**config.mk**
```make
export PLATFORM = sky130hd
export DESIGN_NAME = dma_priority_resolver_flat
export DESIGN_NICKNAME = d
export VERILOG_FILES = /design/src/rtl/dma_priority_resolver_if.sv /design/src/rtl/dma_priority_resolver.sv /design/src/flat_wrapper.sv
export SDC_FILE = /design/constraint.sdc
export NUM_CORES = 1
export LEC_CHECK = 0
export CORE_MARGIN = 2
export CORE_UTILIZATION = 40
export CTS_BUF_LIST = sky130_fd_sc_hd__clkbuf_4 sky130_fd_sc_hd__clkbuf_8 sky130_fd_sc_hd__clkbuf_16
export DETAILED_ROUTE_END_ITERATION = 6
export GPL_ROUTABILITY_DRIVEN = 0
export GPL_TIMING_DRIVEN = 0
export PLACE_DENSITY = 0.81
export SYNTH_ARGS = -nofsm -noshare
export SYNTH_HDL_FRONTEND = slang
export SYNTH_SLANG_ARGS = --single-unit
```
**constraint.sdc**
```tcl
create_clock -name CLK -period 4.55 [get_ports CLK]
set_clock_uncertainty 0.1 [all_clocks]
set_input_delay 0.91 -clock CLK [delete_from_list [all_inputs] [get_ports CLK]]
set_output_delay 0.91 -clock CLK [all_outputs]
set_load 0.02 [all_outputs]
```
**src/rtl/dma_priority_resolver_if.sv**
```systemverilog
// ============================================================================
// Module  : dma_priority_resolver_if
// Brief   : Request/grant bundle between the DMA command/timing logic and
//           the channel priority resolver.
// Revision: 1.0 - initial release
// ============================================================================
`default_nettype none

interface dma_priority_resolver_if;
  logic [3:0] DREQ;
  logic       dreq_sense_low;
  logic       dack_sense_high;
  logic       rotate_en;
  logic       ctrl_disable;
  logic [3:0] mask;
  logic [3:0] sw_req_set;
  logic [3:0] autoinit;
  logic       idle_cycle;
  logic       dack_en;
  logic       cycle_done;
  logic       tc;
  logic [3:0] valid_dreq;
  logic [3:0] DACK;
  logic [1:0] grant_ch;
  logic [3:0] auto_mask_set;
  logic [3:0] sw_req;

  // Resolver side
  modport slave (
    input  DREQ, dreq_sense_low, dack_sense_high, rotate_en, ctrl_disable,
           mask, sw_req_set, autoinit, idle_cycle, dack_en, cycle_done, tc,
    output valid_dreq, DACK, grant_ch, auto_mask_set, sw_req
  );

  // Command/timing side
  modport master (
    output DREQ, dreq_sense_low, dack_sense_high, rotate_en, ctrl_disable,
           mask, sw_req_set, autoinit, idle_cycle, dack_en, cycle_done, tc,
    input  valid_dreq, DACK, grant_ch, auto_mask_set, sw_req
  );
endinterface

`default_nettype wire

```
**src/rtl/dma_priority_resolver.sv**
```systemverilog
// ============================================================================
// Module  : dma_priority_resolver
// Brief   : 4-channel DMA request synchronizer, priority arbiter and DACK
//           generator. Optional macro DMA_ROTATE_PRIORITY_EN enables
//           rotating priority via rotate_en.
// Revision: 1.0 - initial release
// ============================================================================
`default_nettype none

module dma_priority_resolver #(
  parameter int SYNC_STAGES = 2
) (
  input  logic                    CLK,
  input  logic                    RESET_N,
  dma_priority_resolver_if.slave  bus
);

  typedef enum logic [1:0] {
    S_IDLE    = 2'd0,
    S_ARB     = 2'd1,
    S_GRANT   = 2'd2,
    S_RELEASE = 2'd3
  } state_t;

  state_t     r_state;
  state_t     w_next_state;

  logic [3:0] r_sync [SYNC_STAGES];
  logic [3:0] r_valid;
  logic [3:0] r_dack;
  logic [3:0] r_auto_mask;
  logic [3:0] r_sw_req;
  logic [1:0] r_grant_ch;

  logic [3:0] w_pend;
  logic       w_any_pend;
  logic [1:0] w_start;
  logic [1:0] w_win_ch;
  logic [3:0] w_win_onehot;
  logic [3:0] w_grant_onehot;
  logic [3:0] w_sw_clr;
  logic [3:0] w_dack_next;

  // Raw DREQ pins are asynchronous to CLK
  always_ff @(posedge CLK or negedge RESET_N) begin
    if (!RESET_N) begin
      for (int s = 0; s < SYNC_STAGES; s++) r_sync[s] <= 4'b0000;
    end else begin
      r_sync[0] <= bus.DREQ;
      for (int s = 1; s < SYNC_STAGES; s++) r_sync[s] <= r_sync[s-1];
    end
  end

  assign w_pend     = ((r_sync[SYNC_STAGES-1] ^ {4{bus.dreq_sense_low}}) & ~bus.mask)
                      | r_sw_req;
  assign w_any_pend = |w_pend;

`ifdef DMA_ROTATE_PRIORITY_EN
  logic [1:0] r_last;

  always_ff @(posedge CLK or negedge RESET_N) begin
    if (!RESET_N)
      r_last <= 2'd3;
    else if (r_state == S_RELEASE)
      r_last <= r_grant_ch;
  end

  assign w_start = bus.rotate_en ? (r_last + 2'd1) : 2'd0;
`else
  logic w_unused_rotate;

  assign w_unused_rotate = bus.rotate_en;
  assign w_start         = 2'd0;
`endif

  // Scan from the start channel upward, wrapping modulo 4
  always_comb begin
    logic       w_found;
    logic [1:0] w_idx;
    w_found  = 1'b0;
    w_idx    = 2'd0;
    w_win_ch = 2'd0;
    for (int k = 0; k < 4; k++) begin
      w_idx = w_start + 2'(k);
      if (!w_found && w_pend[w_idx]) begin
        w_found  = 1'b1;
        w_win_ch = w_idx;
      end
    end
  end

  assign w_win_onehot   = 4'b0001 << w_win_ch;
  assign w_grant_onehot = 4'b0001 << r_grant_ch;

  always_ff @(posedge CLK or negedge RESET_N) begin
    if (!RESET_N)
      r_state <= S_IDLE;
    else
      r_state <= w_next_state;
  end

  always_comb begin
    w_next_state = r_state;
    case (r_state)
      S_IDLE:    if (w_any_pend && bus.idle_cycle && !bus.ctrl_disable)
                   w_next_state = S_ARB;
      S_ARB:     w_next_state = w_any_pend ? S_GRANT : S_IDLE;
      S_GRANT:   if (bus.cycle_done) w_next_state = S_RELEASE;
      S_RELEASE: w_next_state = S_IDLE;
      default:   w_next_state = S_IDLE;
    endcase
  end

  // DACK drops on the same edge that ends the transfer, so it is idle in RELEASE
  always_comb begin
    w_dack_next = {4{~bus.dack_sense_high}};
    if (r_state == S_GRANT && bus.dack_en && !bus.cycle_done)
      w_dack_next = bus.dack_sense_high ? w_grant_onehot : ~w_grant_onehot;
  end

  assign w_sw_clr = (r_state == S_RELEASE) ? w_grant_onehot : 4'b0000;

  always_ff @(posedge CLK or negedge RESET_N) begin
    if (!RESET_N) begin
      r_grant_ch  <= 2'd0;
      r_valid     <= 4'b0000;
      r_dack      <= 4'b1111;
      r_auto_mask <= 4'b0000;
      r_sw_req    <= 4'b0000;
    end else begin
      r_sw_req    <= (r_sw_req & ~w_sw_clr) | bus.sw_req_set;
      r_dack      <= w_dack_next;
      r_auto_mask <= 4'b0000;
      case (r_state)
        S_ARB: begin
          if (w_any_pend) begin
            r_grant_ch <= w_win_ch;
            r_valid    <= w_win_onehot;
          end
        end
        S_GRANT: begin
          if (bus.cycle_done) begin
            r_valid <= 4'b0000;
            if (bus.tc && !bus.autoinit[r_grant_ch])
              r_auto_mask <= w_grant_onehot;
          end
        end
        S_RELEASE: r_valid <= 4'b0000;
        default:   ;
      endcase
    end
  end

  assign bus.valid_dreq    = r_valid;
  assign bus.DACK          = r_dack;
  assign bus.grant_ch      = r_grant_ch;
  assign bus.auto_mask_set = r_auto_mask;
  assign bus.sw_req        = r_sw_req;

endmodule

`default_nettype wire

```
**src/flat_wrapper.sv**
```systemverilog
// flat-port wrapper written by rule: the top's interface ports become plain ports
module dma_priority_resolver_flat 
#(
  parameter int SYNC_STAGES = 2
)
  (CLK, RESET_N, bus_DREQ, bus_dreq_sense_low, bus_dack_sense_high, bus_rotate_en, bus_ctrl_disable, bus_mask, bus_sw_req_set, bus_autoinit, bus_idle_cycle, bus_dack_en, bus_cycle_done, bus_tc, bus_valid_dreq, bus_DACK, bus_grant_ch, bus_auto_mask_set, bus_sw_req);
  dma_priority_resolver_if bus_i ();
  input  logic CLK;
  input  logic RESET_N;
  input wire logic [$bits(bus_i.DREQ)-1:0] bus_DREQ;
  input wire logic [$bits(bus_i.dreq_sense_low)-1:0] bus_dreq_sense_low;
  input wire logic [$bits(bus_i.dack_sense_high)-1:0] bus_dack_sense_high;
  input wire logic [$bits(bus_i.rotate_en)-1:0] bus_rotate_en;
  input wire logic [$bits(bus_i.ctrl_disable)-1:0] bus_ctrl_disable;
  input wire logic [$bits(bus_i.mask)-1:0] bus_mask;
  input wire logic [$bits(bus_i.sw_req_set)-1:0] bus_sw_req_set;
  input wire logic [$bits(bus_i.autoinit)-1:0] bus_autoinit;
  input wire logic [$bits(bus_i.idle_cycle)-1:0] bus_idle_cycle;
  input wire logic [$bits(bus_i.dack_en)-1:0] bus_dack_en;
  input wire logic [$bits(bus_i.cycle_done)-1:0] bus_cycle_done;
  input wire logic [$bits(bus_i.tc)-1:0] bus_tc;
  output wire logic [$bits(bus_i.valid_dreq)-1:0] bus_valid_dreq;
  output wire logic [$bits(bus_i.DACK)-1:0] bus_DACK;
  output wire logic [$bits(bus_i.grant_ch)-1:0] bus_grant_ch;
  output wire logic [$bits(bus_i.auto_mask_set)-1:0] bus_auto_mask_set;
  output wire logic [$bits(bus_i.sw_req)-1:0] bus_sw_req;
  assign bus_i.DREQ = bus_DREQ;
  assign bus_i.dreq_sense_low = bus_dreq_sense_low;
  assign bus_i.dack_sense_high = bus_dack_sense_high;
  assign bus_i.rotate_en = bus_rotate_en;
  assign bus_i.ctrl_disable = bus_ctrl_disable;
  assign bus_i.mask = bus_mask;
  assign bus_i.sw_req_set = bus_sw_req_set;
  assign bus_i.autoinit = bus_autoinit;
  assign bus_i.idle_cycle = bus_idle_cycle;
  assign bus_i.dack_en = bus_dack_en;
  assign bus_i.cycle_done = bus_cycle_done;
  assign bus_i.tc = bus_tc;
  assign bus_valid_dreq = bus_i.valid_dreq;
  assign bus_DACK = bus_i.DACK;
  assign bus_grant_ch = bus_i.grant_ch;
  assign bus_auto_mask_set = bus_i.auto_mask_set;
  assign bus_sw_req = bus_i.sw_req;
  dma_priority_resolver #(.SYNC_STAGES(SYNC_STAGES)) u_core (.CLK(CLK), .RESET_N(RESET_N), .bus(bus_i));
endmodule
```
==> flow_metrics.env <==
export IMPL_syn_num_nets=127
export IMPL_r2r_slack_ns=2.63
export IMPL_synth_seq_cells=28
export IMPL_synth_area_per_cell_um2=11.6
export IMPL_synth_top_area_frac=0.512
export IMPL_min_path_type="reg2reg"
export IMPL_layout_nets=174
export IMPL_synth_area_leaders="dfrtp_1 (51%), dfstp_2 (9.0%), xor2_1 (5.2%), a21oi_1 (3.4%), nand2_1 (2.9%)"
export IMPL_seq_area_frac_synth=0.602
export IMPL_cellLeakagePower_nw=0.675
export IMPL_yosys_cell_count_top_type="dfrtp_1"
export IMPL_grt_max_degree=29
export IMPL_dp_cells=174
export IMPL_cts_tree="yes"
export IMPL_max_freq_mhz=391
export IMPL_slew_headroom=0.222
export IMPL_path_max_fanout=6
export IMPL_powerDensity_mw_per_mm2=422
export IMPL_cts_sinks=28
export IMPL_place_port_buffers=42
export IMPL_avgRoutedWirePerCell_um=13.9
export IMPL_tns_ns=0
export IMPL_yosysUniqueCellTypes=29
export IMPL_first_iter_violations=12
export IMPL_grt_pass1_vias=948
export IMPL_cts_buffers=3
export IMPL_worstPathArrival_ns=2.74
export IMPL_synthCells=101
export IMPL_synth_edf_count=0
export IMPL_regToRegEndpoint="u_core.bus.auto_mask_set[1]$_DFF_PN0_"
export IMPL_cap_viol_max_count=0
export IMPL_reg2reg_depth=4
export IMPL_synth_area_mm2=0.00117
export IMPL_cts_root_buf="clkbuf_4"
export IMPL_ir_drop_v=0.000269
export IMPL_cts_max_level=1
export IMPL_end_kind="flop"
export IMPL_cts_resized=0
export IMPL_slew_violations=0
export IMPL_drive_above_1_share=0.136
export IMPL_syn2layout_area_growth_pct=42.3
export IMPL_vias_per_cell=5.12
export IMPL_dieArea_mm2=0.00338
export IMPL_rsz0062_at_grt="no"
export IMPL_crit_required_ns=4.74
export IMPL_dieWidth_um=58.1
export IMPL_cp_endpoint="u_core.bus.valid_dreq[3]$_DFFE_PN0P_"
export IMPL_clk_latency_ns=0.33
export IMPL_fin_crit_ns=2.56
export IMPL_async_reset_ff_frac=1.00
export IMPL_ys_warn_count=0
export IMPL_grt_total_usage=0.165
export IMPL_clk_pin_slew_worst_paths_ns=0.14
export IMPL_status="finished clean"
export IMPL_design_portCount=44
export IMPL_die_h_um=58.1
export IMPL_finalHoldViolCount=0
export IMPL_setup_violations=0
export IMPL_overflow=0
export IMPL_fin_cells=178
export IMPL_drc=0
export IMPL_ant_nets=0
export IMPL_reg2reg_from="u_core.bus.grant_ch[1]$_DFFE_PN0P_"
export IMPL_worst_slew_pin_slew_ns=1.16
export IMPL_yosys_top_cells_count="dfrtp_1 (24), nand2_1 (9), a21oi_1 (8), inv_1 (8), xor2_1 (7)"
export IMPL_core_area_mm2=0.00278
export IMPL_dr_pass1_iters=4
export IMPL_grt_first_pass_wirelength_um=4180
export IMPL_num_rows=19
export IMPL_diodes=0
export IMPL_cp_start_kind="input pin"
export IMPL_via_count=911
export IMPL_yosysTopAreaCell="dfrtp_1"
export IMPL_wirelength_um=2480
export IMPL_hpwl_um=1850
export IMPL_crit_path_start="bus_dreq_sense_low"
export IMPL_floorplan_initialDensity=0.422
export IMPL_cts_buffer_depth=2
export IMPL_synth_flop_cell="dfrtp_1"
export IMPL_cts_hold_buf=0
export IMPL_grt_antenna_before_repair=0
export IMPL_path_class="in2reg"
export IMPL_postCtsSetupBuffers=0
export IMPL_min_period_over_period=0.562
## cell usage in the layout (no fill, tap or decap), types with 4 or more instances in the layout
cell type	instances
clkdlybuf4s50_1	42
dfrtp_1	24
nand2_1	9
inv_1	8
a21oi_1	8
xor2_1	7
nand3_1	6
a21o_1	4
nor2_1	4
o21ai_0	4
dfstp_2	4
## logic make-up after synthesis
| family | after synthesis | synth area share |
|---|---|---|
| DFF | 28 | 0.602 |
| AOI/OAI and AO/OA | 21 | 0.116 |
| xor gates and xnor gates | 8 | 0.0598 |
| muxes | 3 | 0.0384 |
| and+or+nand+nor | 29 | 0.137 |
| buffers and inverters | 12 | 0.0470 |
## registers in the layout (all words and copies together) (netlist names), named ones only
signal and cells:
u_core.bus.sw_req 4, u_core.bus.valid_dreq 4, u_core.bus.DACK 4, u_core.bus.auto_mask_set 4, u_core.r_state 1, u_core.bus.grant_ch 2, u_core.r_sync 8
## worst min path at each step
stage | start | to | slack, ns | cells past startpoint
6_report | u_core.r_sync[7]$_DFF_PN0_ | u_core.r_sync[3]$_DFF_PN0_ | 0.27 | 0
5_1_grt | u_core.r_sync[7]$_DFF_PN0_ | u_core.r_sync[3]$_DFF_PN0_ | 0.28 | 0
4_1_cts | u_core.r_sync[7]$_DFF_PN0_ | u_core.r_sync[3]$_DFF_PN0_ | 0.27 | 0
2_1_floorplan | u_core.r_sync[4]$_DFF_PN0_ | u_core.r_sync[0]$_DFF_PN0_ | 0.23 | 0
3_5_place_dp | u_core.r_sync[7]$_DFF_PN0_ | u_core.r_sync[3]$_DFF_PN0_ | 0.24 | 0
3_3_place_gp | u_core.r_sync[5]$_DFF_PN0_ | u_core.r_sync[1]$_DFF_PN0_ | 0.23 | 0
## worst max-delay path: stages
cell and delay (ns):
clkdlybuf4s50_1 0.51, xor2_1 0.20, a21oi_1 0.30, nand2_1 0.23
nor4b_1 0.38, mux2_2 0.22
## per-layer routing
layer	routed length, µm	global-route usage
met5	0	0
met3	151	0.0335
met1	943	0.183
met2	1340	0.305
met4	48	0.0664
## cell type report
class                           instances  area, µm²
Sequential cell                        28        706
Timing Repair Buffer                   42        420
Buffer                                  4       25.0
Multi-Input combinational cell         61        412
Fill cell                             258       1110
Tap cell                               31       38.8
Inverter                                8       30.0
Clock buffer                            4       36.3
## power breakdown
group | switching (W) | internal (W) | total (W)
Combinational | 0.000154 | 0.000127 | 0.000281
Sequential | 0.0000164 | 0.000288 | 0.000304
Clock | 0.0000706 | 0.0000491 | 0.000120
Total | 0.000240 | 0.000464 | 0.000705
## per-stage QoR
stage / worst slack, ns / area [µm²] / utilization / hold WS (ns) / power [W]
2_1_floorplan: 2.40 / 1170 / - / 0.231 / 0.000481
3_3_place_gp: 1.70 / 1630 / 0.587 / 0.232 / 0.000581
3_5_place_dp: 1.63 / 1630 / 0.587 / 0.236 / 0.000589
4_1_cts: 1.97 / 1670 / 0.600 / 0.267 / 0.000712
5_1_grt: 1.81 / 1670 / 0.600 / 0.281 / 0.000751
6_report: 1.99 / 1670 / 0.600 / 0.265 / 0.000705
Power figures use the tool's default switching activity.
